## src/rtl/writeback_stage.sv

```systemverilog
// Writeback stage: retires MEM-stage instructions into the register file, waits for load data, and halts on HLT.
// Optional feature: define WB_LOAD_TIMEOUT_EN to abort a load after LOAD_TIMEOUT wait cycles (sets load_err).
module writeback_stage #(
    parameter int unsigned LOAD_TIMEOUT = 64
) (
    input  logic        clk,
    input  logic        rst,
    input  logic        in_valid,
    output logic        in_ready,
    input  logic [3:0]  in_dst,
    input  logic        in_wen,
    input  logic        in_is_load,
    input  logic [15:0] in_alu_res,
    input  logic        in_halt,
    input  logic        mem_rd_valid,
    input  logic [15:0] mem_rd_data,
    output logic [3:0]  DstReg,
    output logic        WriteReg,
    output logic [15:0] DstData,
    output logic        halt_out,
    output logic [15:0] retire_cnt,
    output logic        load_err,
    output logic [1:0]  dbg_state
);

    // Handshake: an instruction transfers on a cycle where in_valid and in_ready are both high;
    // in_ready is high only in IDLE, and in_* is sampled only on that transfer.
    typedef enum logic [1:0] {
        IDLE      = 2'd0,
        LOAD_WAIT = 2'd1,
        HALTED    = 2'd2
    } state_e;

    state_e      state_q, state_d;
    logic        wreg_q, wreg_d;
    logic [3:0]  dst_q, dst_d;
    logic [15:0] data_q, data_d;
    logic [3:0]  ld_dst_q, ld_dst_d;
    logic        ld_wen_q, ld_wen_d;
    logic        halt_q, halt_d;
    logic [15:0] retire_q, retire_d;

    if (LOAD_TIMEOUT < 1) begin : g_param_check
        $error("LOAD_TIMEOUT must be at least 1");
    end

`ifdef WB_LOAD_TIMEOUT_EN
    localparam int unsigned CNT_W = (LOAD_TIMEOUT > 1) ? $clog2(LOAD_TIMEOUT) : 1;
    localparam logic [CNT_W-1:0] CNT_LAST = CNT_W'(LOAD_TIMEOUT - 1);

    logic [CNT_W-1:0] cnt_q, cnt_d;
    logic             err_q, err_d;
`endif

    assign in_ready   = (state_q == IDLE);
    assign WriteReg   = wreg_q;
    assign DstReg     = dst_q;
    assign DstData    = data_q;
    assign halt_out   = halt_q;
    assign retire_cnt = retire_q;
    assign dbg_state  = state_q;

    always_comb begin
        state_d  = state_q;
        wreg_d   = 1'b0;
        dst_d    = dst_q;
        data_d   = data_q;
        ld_dst_d = ld_dst_q;
        ld_wen_d = ld_wen_q;
        halt_d   = halt_q;
        retire_d = retire_q;
`ifdef WB_LOAD_TIMEOUT_EN
        cnt_d    = cnt_q;
        err_d    = err_q;
`endif
        case (state_q)
            IDLE: begin
                if (in_valid) begin
                    // HLT takes priority over any other decoding of the same instruction.
                    if (in_halt) begin
                        state_d = HALTED;
                        halt_d  = 1'b1;
                    end else if (in_is_load) begin
                        state_d  = LOAD_WAIT;
                        ld_dst_d = in_dst;
                        ld_wen_d = in_wen;
`ifdef WB_LOAD_TIMEOUT_EN
                        cnt_d    = '0;
`endif
                    end else begin
                        wreg_d   = in_wen & (in_dst != 4'd0);
                        dst_d    = in_dst;
                        data_d   = in_alu_res;
                        retire_d = retire_q + 16'd1;
                    end
                end
            end
            LOAD_WAIT: begin
                if (mem_rd_valid) begin
                    state_d  = IDLE;
                    wreg_d   = ld_wen_q & (ld_dst_q != 4'd0);
                    dst_d    = ld_dst_q;
                    data_d   = mem_rd_data;
                    retire_d = retire_q + 16'd1;
                end
`ifdef WB_LOAD_TIMEOUT_EN
                else if (cnt_q == CNT_LAST) begin
                    state_d = IDLE;
                    err_d   = 1'b1;
                end else begin
                    cnt_d = cnt_q + 1'b1;
                end
`endif
            end
            HALTED: begin
                state_d = HALTED;
            end
            default: begin
                state_d = IDLE;
            end
        endcase
    end

    always_ff @(posedge clk or negedge rst) begin
        if (!rst) begin
            state_q  <= IDLE;
            wreg_q   <= 1'b0;
            dst_q    <= 4'd0;
            data_q   <= 16'h0000;
            ld_dst_q <= 4'd0;
            ld_wen_q <= 1'b0;
            halt_q   <= 1'b0;
            retire_q <= 16'h0000;
        end else begin
            state_q  <= state_d;
            wreg_q   <= wreg_d;
            dst_q    <= dst_d;
            data_q   <= data_d;
            ld_dst_q <= ld_dst_d;
            ld_wen_q <= ld_wen_d;
            halt_q   <= halt_d;
            retire_q <= retire_d;
        end
    end

`ifdef WB_LOAD_TIMEOUT_EN
    always_ff @(posedge clk or negedge rst) begin
        if (!rst) begin
            cnt_q <= '0;
            err_q <= 1'b0;
        end else begin
            cnt_q <= cnt_d;
            err_q <= err_d;
        end
    end

    assign load_err = err_q;
`else
    assign load_err = 1'b0;
`endif

endmodule

```

## config.mk

```make
export PLATFORM = sky130hd
export DESIGN_NAME = writeback_stage
export DESIGN_NICKNAME = d
export VERILOG_FILES = /design/src/rtl/writeback_stage.sv
export SDC_FILE = /design/constraint.sdc
export NUM_CORES = 1
export LEC_CHECK = 0
export BUFFER_PORTS_ARGS = -buffer_cell sky130_fd_sc_hd__buf_4
export CAP_MARGIN = 30
export CORE_ASPECT_RATIO = 1.75
export CORE_MARGIN = 5
export CORE_UTILIZATION = 43
export DETAILED_ROUTE_END_ITERATION = 12
export PLACE_DENSITY_LB_ADDON = 0.15
export SLEW_MARGIN = 20
export SYNTH_ARGS = -nofsm -noshare
export SYNTH_HDL_FRONTEND = slang
export SYNTH_SLANG_ARGS = --single-unit
```

## constraint.sdc

```tcl
create_clock -name clk -period 1.9 [get_ports clk]
set_clock_uncertainty 0.15 [all_clocks]
set_input_delay 0.19 -clock clk [delete_from_list [all_inputs] [get_ports clk]]
set_output_delay 0.19 -clock clk [all_outputs]
set_load 0.02 [all_outputs]
```

== Yosys cells after proc, flatten, opt, wreduce, memory -nomap -nowiden ==
Cells that the tools add are included.

* $add $sub $neg: 1
* Multipliers: 0
* Divide/modulo/power cells: 0
* Order comparisons: 0
* Equal/unequal tests: 7
* Shifts and indexed selects: 0
* Multiplexer cells: 25
* Bitwise operators: 3
* Reductions and logical operators: 8

{| class="wikitable"
|+ Operator list
! cell !! count
|-
| two-way mux 16 bit || 8
|-
| case mux 16 bit (2 select lines) || 2
|-
| adder 16 x 1 -> 16 bit, second input constant || 1
|-
| two-way mux 4 bit || 4
|-
| two-way mux 2 bit || 4
|-
| != test 2 bit, second input constant || 4
|-
| case mux 4 bit (2 select lines) || 1
|-
| nonzero test 4 bit || 2
|-
| case mux 2 bit (3 select lines) || 1
|-
| AND reduction 3 bit || 2
|-
| AND reduction 5 bit || 1
|-
| two-way mux 1 bit || 4
|-
| AND reduction 4 bit || 1
|-
| != test 3 x 1 -> 1 bit, second input constant || 1
|-
| bitwise AND 1 bit || 2
|-
| == test 2 x 1 -> 1 bit, second input constant || 1
|-
| == test 2 bit, second input constant || 1
|-
| logical NOT 2 bit || 1
|-
| case mux 1 bit (2 select lines) || 1
|-
| nonzero test 2 bit || 1
|-
| inverter 1 bit || 1
|}

* Bits in registers: 45
* Latch bits: 0
* Memory bits (writable): 0
* Memory bits (read-only): 0
* Output and inout port bits: 42
* Memories: 0

== Longest topological paths before layout ==
Gate-level depths: netlist (run 1).

* Depth in word-level cells: 6
* Gate-level depth with buffers: 5
* Depth with buffers taken out: 5

== Worst setup path before layout (run 1) ==
OpenSTA, ideal clock, no wires.

* Path kind: register -> register
* From: register state_q[0], in the netlist dbg_state[0]
* To: register retire_q[12], in the netlist retire_cnt[12]
* Library setup time: 130 ps
* Arrival time: 1674 ps
* Path slack: -54 ps
* Stages on the path, launching flop included: 5
* Buffers on the path: 0
* Period minus slack after synthesis: 1954 ps
* Cell sequence: dfrtp_1 > or4b_4 > a211oi_4 > nand4_1 > xnor2_1

* Word-level cells in the longest chain between the ends: 3

{| class="wikitable"
|+ RTL lines
! item !! RTL line !! source
|-
| start: declaration || 34 || <nowiki>state_e state_q, state_d;</nowiki>
|-
| start signal: assignment || 135 || <nowiki>state_q <= state_d;</nowiki>
|-
| == test 2 x 1 -> 1 bit or logical NOT 2 bit (tied branches) || 76 || <nowiki>case (state_q)</nowiki>
|-
| != test 2 bit (no line) or nonzero test 2 bit (tied branches) || n/a ||
|-
| AND reduction 5 bit (no line) || n/a ||
|-
| end signal: assignment || 142 || <nowiki>retire_q <= retire_d;</nowiki>
|-
| end: declaration || 41 || <nowiki>logic [15:0] retire_q, retire_d;</nowiki>
|}

Parallel ways exist; a longest one is shown, timed or not.
A chain may end at the register's enable or synchronous reset.

== Worst setup path after layout (run 1) ==
Ends and elaborated chain as after synthesis.

==> results of run 1 <==
## per-stage QoR
step                      power (W)  TNS, ns  setup slack, ns  std cells  utilization [%]
after floorplan             0.00197        0          0.00245        177                -
after global placement      0.00250        0           0.0661        311             59.4
after detailed placement    0.00254        0           0.0201        311             59.4
after CTS                   0.00310        0          0.00643        323             62.0
after global routing        0.00326   -0.134          -0.0732        324             62.8
final                       0.00305        0           0.0436        324             62.8
## registers in the layout (all words and copies together), names as in the netlist
name	flops
DstData	16
retire_cnt	16
DstReg	4
ld_dst_q	4
dbg_state	2
WriteReg	1
halt_out	1
ld_wen_q	1
## layout make-up
cell class | instances | area, um^2
fillers | 406 | 1720
clock buffers | 8 | 80.1
inverters | 1 | 3.75
well taps | 52 | 65.1
repair buffers | 96 | 762
multi-input cells | 122 | 867
flip-flops and latches | 45 | 1130
## path summary, 6_finish.rpt
path,start,endpoint,slack [ns],cells after the start
setup reg to reg,dbg_state[0],retire_cnt[12],0.04,4
max in group asynchronous,rst,dbg_state[0],0.90,2
hold reg to reg,halt_out,halt_out,0.33,1
setup / recovery,dbg_state[0],retire_cnt[12],0.04,4
hold / removal,in_dst[1],ld_dst_q[1],0.02,2
min in group asynchronous,rst,retire_cnt[9],0.28,2
## power groups by stage
stage	Clock, W	Combinational (W)	Sequential [W]
3_3_place_gp	0	0.00109	0.00141
3_5_place_dp	0	0.00111	0.00143
4_1_cts	0.000573	0.00112	0.00141
2_1_floorplan	0	0.000266	0.00170
6_report	0.000548	0.00110	0.00140
5_1_grt	0.000606	0.00120	0.00145
## layer usage
| metal | up-vias | wire, um | GRT usage (%) |
|---|---|---|---|
| met2 | 67 | 2460 | 27.9 |
| met5 | - | 0 | 0 |
| met3 | 5 | 443 | 4.62 |
| met4 | 0 | 70 | 5.88 |
| li1 | 809 | - | - |
| met1 | 774 | 1680 | 16.9 |
## Yosys cell counts, drive strengths merged
cell type and instances:
nor2 22, dfrtp 45, a21o 1, nand2 7
buf 7, and4 2, nor4 2, clkbuf 2
a211oi 1, xnor2 12, o22ai 1, nand4 5
nand3b 1, conb 1, xor2 3, and3 4
nor4b 1, or4b 1, mux2 6, nand4b 1
and2 1, o21ai 1, a21oi 23, nand3 3
mux2i 20, nor2b 1, ha 1, inv 1
a31o 1
## cell families after synthesis
| group | share of synthesized area, % |
|---|---|
| other | 0.184 |
| DFF | 55.4 |
| buffers and inverters | 2.64 |
| AOI/OAI and AO/OA | 8.73 |
| and+or+nand+nor | 12.9 |
| adders and majority gates | 0.615 |
| muxes | 13.2 |
| xor gates and xnor gates | 6.46 |
## layout by cell type, fill, tap and decap left out, types with 2 or more instances in the layout
master and n:
nand2_1 7, and3_1 4, buf_12 2, nor2_1 22, nor4_1 2, a21oi_2 2, mux2_2 6, dfrtp_1 44
xor2_1 3, a21oi_1 20, and4_1 2, xnor2_1 12, nand4_1 5, clkbuf_8 5, nand3_1 3, mux2i_1 20
dlygate4sd3_1 5, clkbuf_1 3, buf_4 88
## worst reg2reg max path: stages, from the launching register on
cell and delay [ns]:
dfrtp_2 0.40, or4b_4 0.54, a211oi_4 0.33, nand4_1 0.17, xnor2_1 0.16
## timing repair
item | in CTS | in global routing
hold buffers | 4 | 1
endpoints found under the hold margin | 48 | 1
resized for setup | 0 | 6
endpoints found under the setup margin | 0 | 21
==> results.toml, run 1 <==
[sta]
setup_viol = 0
timing.hold.ws_ns = 0.0181
min_period_over_period_pct = 97.7
finalCriticalPeriod_ns = 1.86
tightestPinTransition_ns = 0.556
drv_slew = 0
hold_viol = 0
rsz0062_at_grt = "true"
fmax_ghz = 0.539
timing.slew.headroom_pct = 62.9

[clock_tree]
clock_sinks = 45
cts_buffer_depth = 2
cts_tree = "done"
clk_latency_ns = 0.29
root_buffer = "clkbuf_8"
numCtsBuffers = 5
path_clk_slew_ns = 0.07
post-cts-setup-buffers = 0
htreeDepth = 2

[setup_path]
crit_chain = "or4b_4, a211oi_4, nand4_1, xnor2_1"
crit_path_end_kind = "flop"
path_class = "reg2reg"
cpPeakStageDelay_ns = 0.54
path_buf_inv = 0
cpLargestDelayFamily = "simple AND/OR/NAND/NOR gates"
cp-start-kind = "flop"
cpMaxStageDelayCell = "or4b_4"
arrival_ns = 1.88
cp_data_required_time_ns = 1.92
crit_fanout = 6

[global_routing]
antenna_found_initial = 0
grt_overflow = 0
grt_max_degree = 46
track_usage_pct = 15.8
grt_pass1_wl_um = 7440
grt_pass1_vias = 1667

[yosys]
synth_area_leader_cell = "dfrtp_1"
synth_top_area_share_pct = 55.4
ys_types = 32
synth.top_cells.by_area = "dfrtp_1 55%, mux2i_1 9.8%, a21oi_1 5.2%"
synthesis.area_um2 = 2030
synth_fp_nets = 221
ys_seq_elements = 45
ys_warn_count = 0
postSynthCellCount = 177
ys_seq_area_share_pct = 55.4
syn_area_per_cell_um2 = 11.5

[min_path]
hold_class = "in2reg"

[pwr]
p_sw_w = 0.00104
combPwrFrac_pct = 36.1
p_clk_share_pct = 18.0
p_int_w = 0.00202
power.density_nw_per_um2 = 1050
power_leakage_nw = 1.32
p_seq_share_pct = 45.9
irDropWorstVdd_v = 0.00105
netSwitchingFraction_pct = 33.9

[die]
rows = 33
dieArea_um2 = 6260
initial_core_util_pct = 44.0
ios = 85
core-area_um2 = 4620
die_width_um = 62.0
dieHeight_um = 101

[detailed_routing]
first_iter_violations = 29
firstDrtPassIters = 2
ant_nets = 0
drcViolationCount = 0
wl_per_cell_um = 14.4
vias = 1655
drt_wl_total_um = 4650
detail_route.vias_per_cell = 5.11

[flow_run]
maxCapViolCount = 0

[cells_and_area]
fin_nets = 315
syn_to_final_growth_pct = 42.8
drive_gt1_share_pct = 40.8
design_area_um2 = 2910
diodes = 0

[outcome]
status = "finished clean"

[placed_design]
gp_congestion = 0.746
hpwl_um = 3590
port_buffers = 83
placed_area_um2 = 2750
Note: power is estimated with default switching activity, not from simulation.
==> run 2, diff against run 1 <==
--- a/config.mk
+++ b/config.mk
@@ -7,9 +7,8 @@
 export LEC_CHECK = 0
 export BUFFER_PORTS_ARGS = -buffer_cell sky130_fd_sc_hd__buf_4
 export CAP_MARGIN = 30
-export CORE_ASPECT_RATIO = 1.75
 export CORE_MARGIN = 5
-export CORE_UTILIZATION = 43
+export CORE_UTILIZATION = 51
 export DETAILED_ROUTE_END_ITERATION = 12
 export PLACE_DENSITY_LB_ADDON = 0.15
 export SLEW_MARGIN = 20
==> constraint.sdc (replaced) <==
create_clock -name clk -period 2.25 [get_ports clk]
set_clock_uncertainty 0.15 [all_clocks]
set_input_delay 0.225 -clock clk [delete_from_list [all_inputs] [get_ports clk]]
set_output_delay 0.225 -clock clk [all_outputs]
set_load 0.02 [all_outputs]
==> run 2 against run 1 <==
Core utilization increased by 9.4 points; clock power increased by 29%; first-iteration DRC count increased by 140%; global-route usage increased by 1.8 points; design area decreased by 1.9%; final cell count decreased by 3.1%; non-clock buffer count decreased by 8; worst hold slack improved by 0.0030 ns; sequential power decreased by 16%; combinational power decreased by 16%; register-to-register slack improved by 0.26 ns; clock-buffer cell count decreased by 3.
==> results.toml, run 2 (synthesized netlist as in run 1, its figures left out) <==
[outcome]
status = "finished clean"

[detailed_routing]
ant_nets = 0
detail_route.vias_per_cell = 5.05
first_iter_violations = 69
wl_per_cell_um = 13.7
vias = 1585
drt_wl_total_um = 4300
drcViolationCount = 0
firstDrtPassIters = 4

[global_routing]
antenna_found_initial = 0
grt_pass1_wl_um = 7400
grt_max_degree = 46
grt_pass1_vias = 1635
track_usage_pct = 17.6
grt_overflow = 0

[setup_path]
cpMaxStageDelayCell = "or4b_4"
path_class = "reg2reg"
reg2reg_from = "dbg_state[0]"
crit_start = "dbg_state[0]"
cp_data_required_time_ns = 2.32
r2r_end = "DstData[8]"
crit_fanout = 24
cpLargestDelayFamily = "simple AND/OR/NAND/NOR gates"
cp-endpoint = "DstData[8]"
path_buf_inv = 1
rr_worst_depth = 5
cp-start-kind = "flop"
cp_num_cells = 5
ff2ff_setup_slack_ns = 0.31
cpPeakStageDelay_ns = 0.61
arrival_ns = 2.01
crit_chain = "or4b_4, a21oi_4, buf_4, nor2_1, a21oi_1"
crit_path_end_kind = "flop"

[cells_and_area]
syn_to_final_growth_pct = 40.0
multi_input_area_um2 = 857
final_common_cell = "buf_4"
drive_gt1_share_pct = 40.2
diodes = 0
fillers = 310
final_cells = 314
design_area_um2 = 2850
layout_common_cells = "86 x buf_4, 45 x dfrtp_1, 22 x nor2_1"
fin_nets = 307
final-seq-area_um2 = 1130

[flow_run]
maxCapViolCount = 0

[sta]
timing.slew.headroom_pct = 63.3
drv_slew = 0
fin_ws_ns = 0.307
fmax_ghz = 0.515
totalNegativeSetupSlack_ns = 0
finalCriticalPeriod_ns = 1.94
rsz0062_at_grt = "false"
min_period_over_period_pct = 86.3
hold_viol = 0
setup_viol = 0
tightestPinTransition_ns = 0.550

[pwr]
p_seq_share_pct = 42.1
irDropWorstVdd_v = 0.000557
p_int_w = 0.00192
netSwitchingFraction_pct = 31.8
p_sw_w = 0.000894
p_clk_share_pct = 25.2
power_leakage_nw = 1.31
power.density_nw_per_um2 = 987
combPwrFrac_pct = 32.7

[clock_tree]
clk_latency_ns = 0.29
cts_tree = "done"
clock_sinks = 45
htreeDepth = 2
ctsResizeCount = 0
path_clk_slew_ns = 0.08
cts_buffer_depth = 2
numCtsBuffers = 5
root_buffer = "clkbuf_8"

[placed_design]
hpwl_um = 3240
dpl.cell_count = 304
gp_congestion = 0.782
port_buffers = 83
dp_slack_ns = 0.291
placed_area_um2 = 2700

[min_path]
hold_class = "in2reg"

[die]
initial_core_util_pct = 51.6
dieHeight_um = 73.2
dieArea_um2 = 5350
core-area_um2 = 3940
ios = 85
die_width_um = 73.2
rows = 23
## run 2: final cells by class
class                           instances  area share [%]
Clock buffer                            5            2.42
Inverter                                1           0.132
Tap cell                               50            2.20
Multi-Input combinational cell        122            30.1
Timing Repair Buffer                   88            23.4
Sequential cell                        45            39.5
Clock inverter                          3            2.28
## run 2: worst min-delay path by stage
stage | start | end | slack (ns) | depth (start not counted)
3_5_place_dp | rst | retire_cnt[9] | 0.11 | 1
3_3_place_gp | rst | retire_cnt[9] | 0.11 | 1
2_1_floorplan | rst | DstData[0] | -0.22 | 0
5_1_grt | in_wen | ld_wen_q | 0.02 | 2
6_report | in_wen | ld_wen_q | 0.02 | 2
4_1_cts | in_wen | ld_wen_q | 0.01 | 2
## run 2: power by group through the flow
| stage | Clock, W | Combinational, W | Sequential (W) |
|---|---|---|---|
| after floorplan | 0 | 0.000225 | 0.00144 |
| after global placement | 0 | 0.000915 | 0.00119 |
| after detailed placement | 0 | 0.000932 | 0.00120 |
| after CTS | 0.000730 | 0.000937 | 0.00119 |
| after global routing | 0.000761 | 0.00100 | 0.00122 |
| final | 0.000708 | 0.000919 | 0.00118 |
## run 2: what timing repair did
action                    CTS  global route
setup buffers               0             0
hold endpoints to repair   46             0
hold buffers                2             0
## run 2: stage by stage
step / hold slack (ns) / utilization, % / total power [W]
3_5_place_dp: 0.105 / 68.4 / 0.00213
4_1_cts: 0.0104 / 72.3 / 0.00286
2_1_floorplan: -0.221 / - / 0.00166
3_3_place_gp: 0.107 / 68.4 / 0.00211
5_1_grt: 0.0218 / 72.3 / 0.00299
6_report: 0.0211 / 72.3 / 0.00281
## run 2: routing by layer
layer	up-vias	wire [um]	GRT usage, %
li1	795	-	-
met1	723	1740	22.4
met2	63	2020	27.6
met3	4	500	6.89
met4	0	34	5.12
met5	-	0	0
==> run 3, diff against run 2 <==
--- a/config.mk
+++ b/config.mk
@@ -5,12 +5,14 @@
 export SDC_FILE = /design/constraint.sdc
 export NUM_CORES = 1
 export LEC_CHECK = 0
+export ABC_AREA = 1
 export BUFFER_PORTS_ARGS = -buffer_cell sky130_fd_sc_hd__buf_4
 export CAP_MARGIN = 30
 export CORE_MARGIN = 5
-export CORE_UTILIZATION = 51
+export CORE_UTILIZATION = 53
 export DETAILED_ROUTE_END_ITERATION = 12
-export PLACE_DENSITY_LB_ADDON = 0.15
+export HOLD_SLACK_MARGIN = 0.1
+export PLACE_DENSITY = 0.95
 export SLEW_MARGIN = 20
 export SYNTH_ARGS = -nofsm -noshare
 export SYNTH_HDL_FRONTEND = slang
==> run 3 against run 2 <==
Critical path depth grew 4; clock power decreased by 20%; non-clock buffer count rose by 16; total power grew 15%; global-route usage is 9.0 points higher; wire length increased by 59%; synthesized cell count up 54%; sequential share of layout area shrank 4.2 points; register-to-register slack improved by 0.10 ns; largest cell class unchanged.
==> results.toml, run 3 <==
[clock_tree]
clk_latency_ns = 0.31
cts_buffer_depth = 2
clock_sinks = 45
cts_tree = "done"
ctsResizeCount = 0
htreeDepth = 2
root_buffer = "clkbuf_8"
numCtsBuffers = 5
path_clk_slew_ns = 0.09

[die]
ios = 85
dieArea_um2 = 5730
dieHeight_um = 75.7
rows = 23
core-area_um2 = 4090
die_width_um = 75.7
initial_core_util_pct = 56.0

[global_routing]
grt_max_degree = 46
antenna_found_initial = 0
track_usage_pct = 26.6
grt_overflow = 0
grt_pass1_wl_um = 11300
grt_pass1_vias = 2354

[placed_design]
hpwl_um = 4240
port_buffers = 83
dp_slack_ns = 0.502
gp_congestion = 0.855

[min_path]
hp-start = "mem_rd_data[13]"
holdPathStages = 3
hold_class = "in2reg"
min_to = "DstData[13]"

[setup_path]
cp_data_required_time_ns = 2.27
cpMaxStageDelayCell = "dlygate4sd3_1"
arrival_ns = 1.91
crit_path_end_kind = "flop"
r2r_end = "DstData[4]"
path_class = "in2reg"
crit_fanout = 43
cpPeakStageDelay_ns = 0.53
reg2reg_from = "dbg_state[0]"
rr_worst_depth = 7
ff2ff_setup_slack_ns = 0.41
cp-start-kind = "input port"
crit_chain = "dlygate4sd3_1, buf_4, inv_1, nor2_1, nand3_2, nand2_4, inv_4, nand2_1, o21ai_1"

[cells_and_area]
fin_nets = 417
final-seq-area_um2 = 1130
final_common_cell = "buf_4"
final_util_pct = 78.0
syn_to_final_growth_pct = 39.4
layout_common_cells = "84 x buf_4, 70 x nand2_1, 45 x dfrtp_1"
diodes = 0
drive_gt1_share_pct = 33.7
multi_input_area_um2 = 965
fillers = 261

[yosys]
ys_seq_elements = 45
synth.top_cells.by_area = "dfrtp_1 49%, nand2_1 11%, o21ai_0 7.0%"
ys_seq_area_share_pct = 49.2
synth_top_area_share_pct = 49.2
synth_edf_count = 0
synth_area_leader_cell = "dfrtp_1"
postSynthCellCount = 273
synth.most_common_cell = "nand2_1"
ys_types = 30
synth_common_cells = "70 x nand2_1, 45 x dfrtp_1, 32 x o21ai_0"
synthFlopType = "dfrtp_1"
syn_area_per_cell_um2 = 8.38
synthArstFlopShare_pct = 100
ys_warn_count = 0
synth_fp_nets = 317
synthesis.area_um2 = 2290

[pwr]
power.density_nw_per_um2 = 1020
p_sw_w = 0.00131
irDropWorstVdd_v = 0.000564
p_int_w = 0.00193
combPwrFrac_pct = 42.1
power_leakage_nw = 1.61
netSwitchingFraction_pct = 40.4
p_clk_share_pct = 17.5
p_seq_share_pct = 40.4
fin_total_pwr_w = 0.00324

[sta]
hold_viol = 0
finalCriticalPeriod_ns = 1.88
fmax_ghz = 0.531
setup_viol = 0
totalNegativeSetupSlack_ns = 0
drv_slew = 0
timing.hold.ws_ns = 0.0970
rsz0062_at_grt = "false"
tightestPinTransition_ns = 0.567
timing.slew.headroom_pct = 62.2
fin_ws_ns = 0.368
min_period_over_period_pct = 83.6

[detailed_routing]
detail_route.vias_per_cell = 5.44
wl_per_cell_um = 16.1
firstDrtPassIters = 5
vias = 2307
drt_wl_total_um = 6840
first_iter_violations = 182
ant_nets = 0
drcViolationCount = 0

[flow_run]
maxCapViolCount = 0

[outcome]
status = "finished clean"
[run 3: cell types whose count changed in the layout (fill, tap and decap cells not counted), sizes merged, moves of 4 or more]
cell / delta
a21oi: -23
and3: -4
dlygate4sd3: +18
inv: +26
mux2: -6
mux2i: -20
nand2: +70
nand3: +7
nand4: +4
nor2: -11
nor3: +5
o21ai: +48
or2: +17
xnor2: -7
[run 3: area by class of cell]
cell class / count / share of cell area (%)
well taps: 50 / 1.96
clock inverters: 1 / 0.157
inverters: 27 / 3.26
repair buffers: 104 / 26.0
clock buffers: 7 / 3.02
flip-flops and latches: 45 / 35.3
multi-input cells: 190 / 30.2
[run 3: stage by stage]
step / cell area [um^2] / cells
finish: 3190 / 424
global route: 3190 / 424
CTS: 3190 / 424
detailed placement: 2890 / 396
global placement: 2890 / 396
floorplan: 2290 / 273
[run 3: timing repair]
action,in CTS,in global routing
hold endpoints to repair,64,0
hold buffers,20,0
buffers inserted,0,0
[run 3: power groups by stage]
stage	clock network, W	registers, W	logic (W)
finish	0.000566	0.00131	0.00137
global route	0.000608	0.00135	0.00148
CTS	0.000563	0.00129	0.00133
detailed placement	0	0.00130	0.00130
global placement	0	0.00129	0.00125
floorplan	0	0.00156	0.000453
[run 3: metal layers]
metal,routed length [um],up-vias,track usage (%),part of all wire [%]
met4,192,0,11.8,2.8
met5,0,-,0,0
met3,728,27,9.76,11
met1,2490,1067,31.9,36
li1,-,1077,-,-
met2,3430,136,42.9,50
[run 3: cell families (layout without fill, tap and decap cells)]
kind of cell	Yosys count	after routing	synth area share, %
other cells	1	1	0.164
compound gates	50	50	11.6
buf+inv	38	139	8.59
simple gates	130	130	26.8
xor+xnor	8	8	3.06
fa+ha+maj	1	1	0.547
flops	45	45	49.2
[run 3: worst max-delay path by stage]
stage / to / cells past startpoint / from / slack [ns]
final: DstData[4] / 9 / in_valid / 0.37
after global routing: DstData[0] / 9 / in_valid / 0.23
after CTS: DstData[2] / 9 / in_valid / 0.42
after detailed placement: DstData[6] / 6 / dbg_state[1] / 0.50
after global placement: DstData[8] / 6 / dbg_state[1] / 0.59
after floorplan: retire_cnt[2] / 6 / dbg_state[1] / 0.58
[run 3: worst max-delay path: cells and delay by family]
kind                   cells  cell delay (ns)
AO/OA/AOI/OAI              1             0.09
buffers and inverters      4             0.91
AND/OR/NAND/NOR            4             0.68
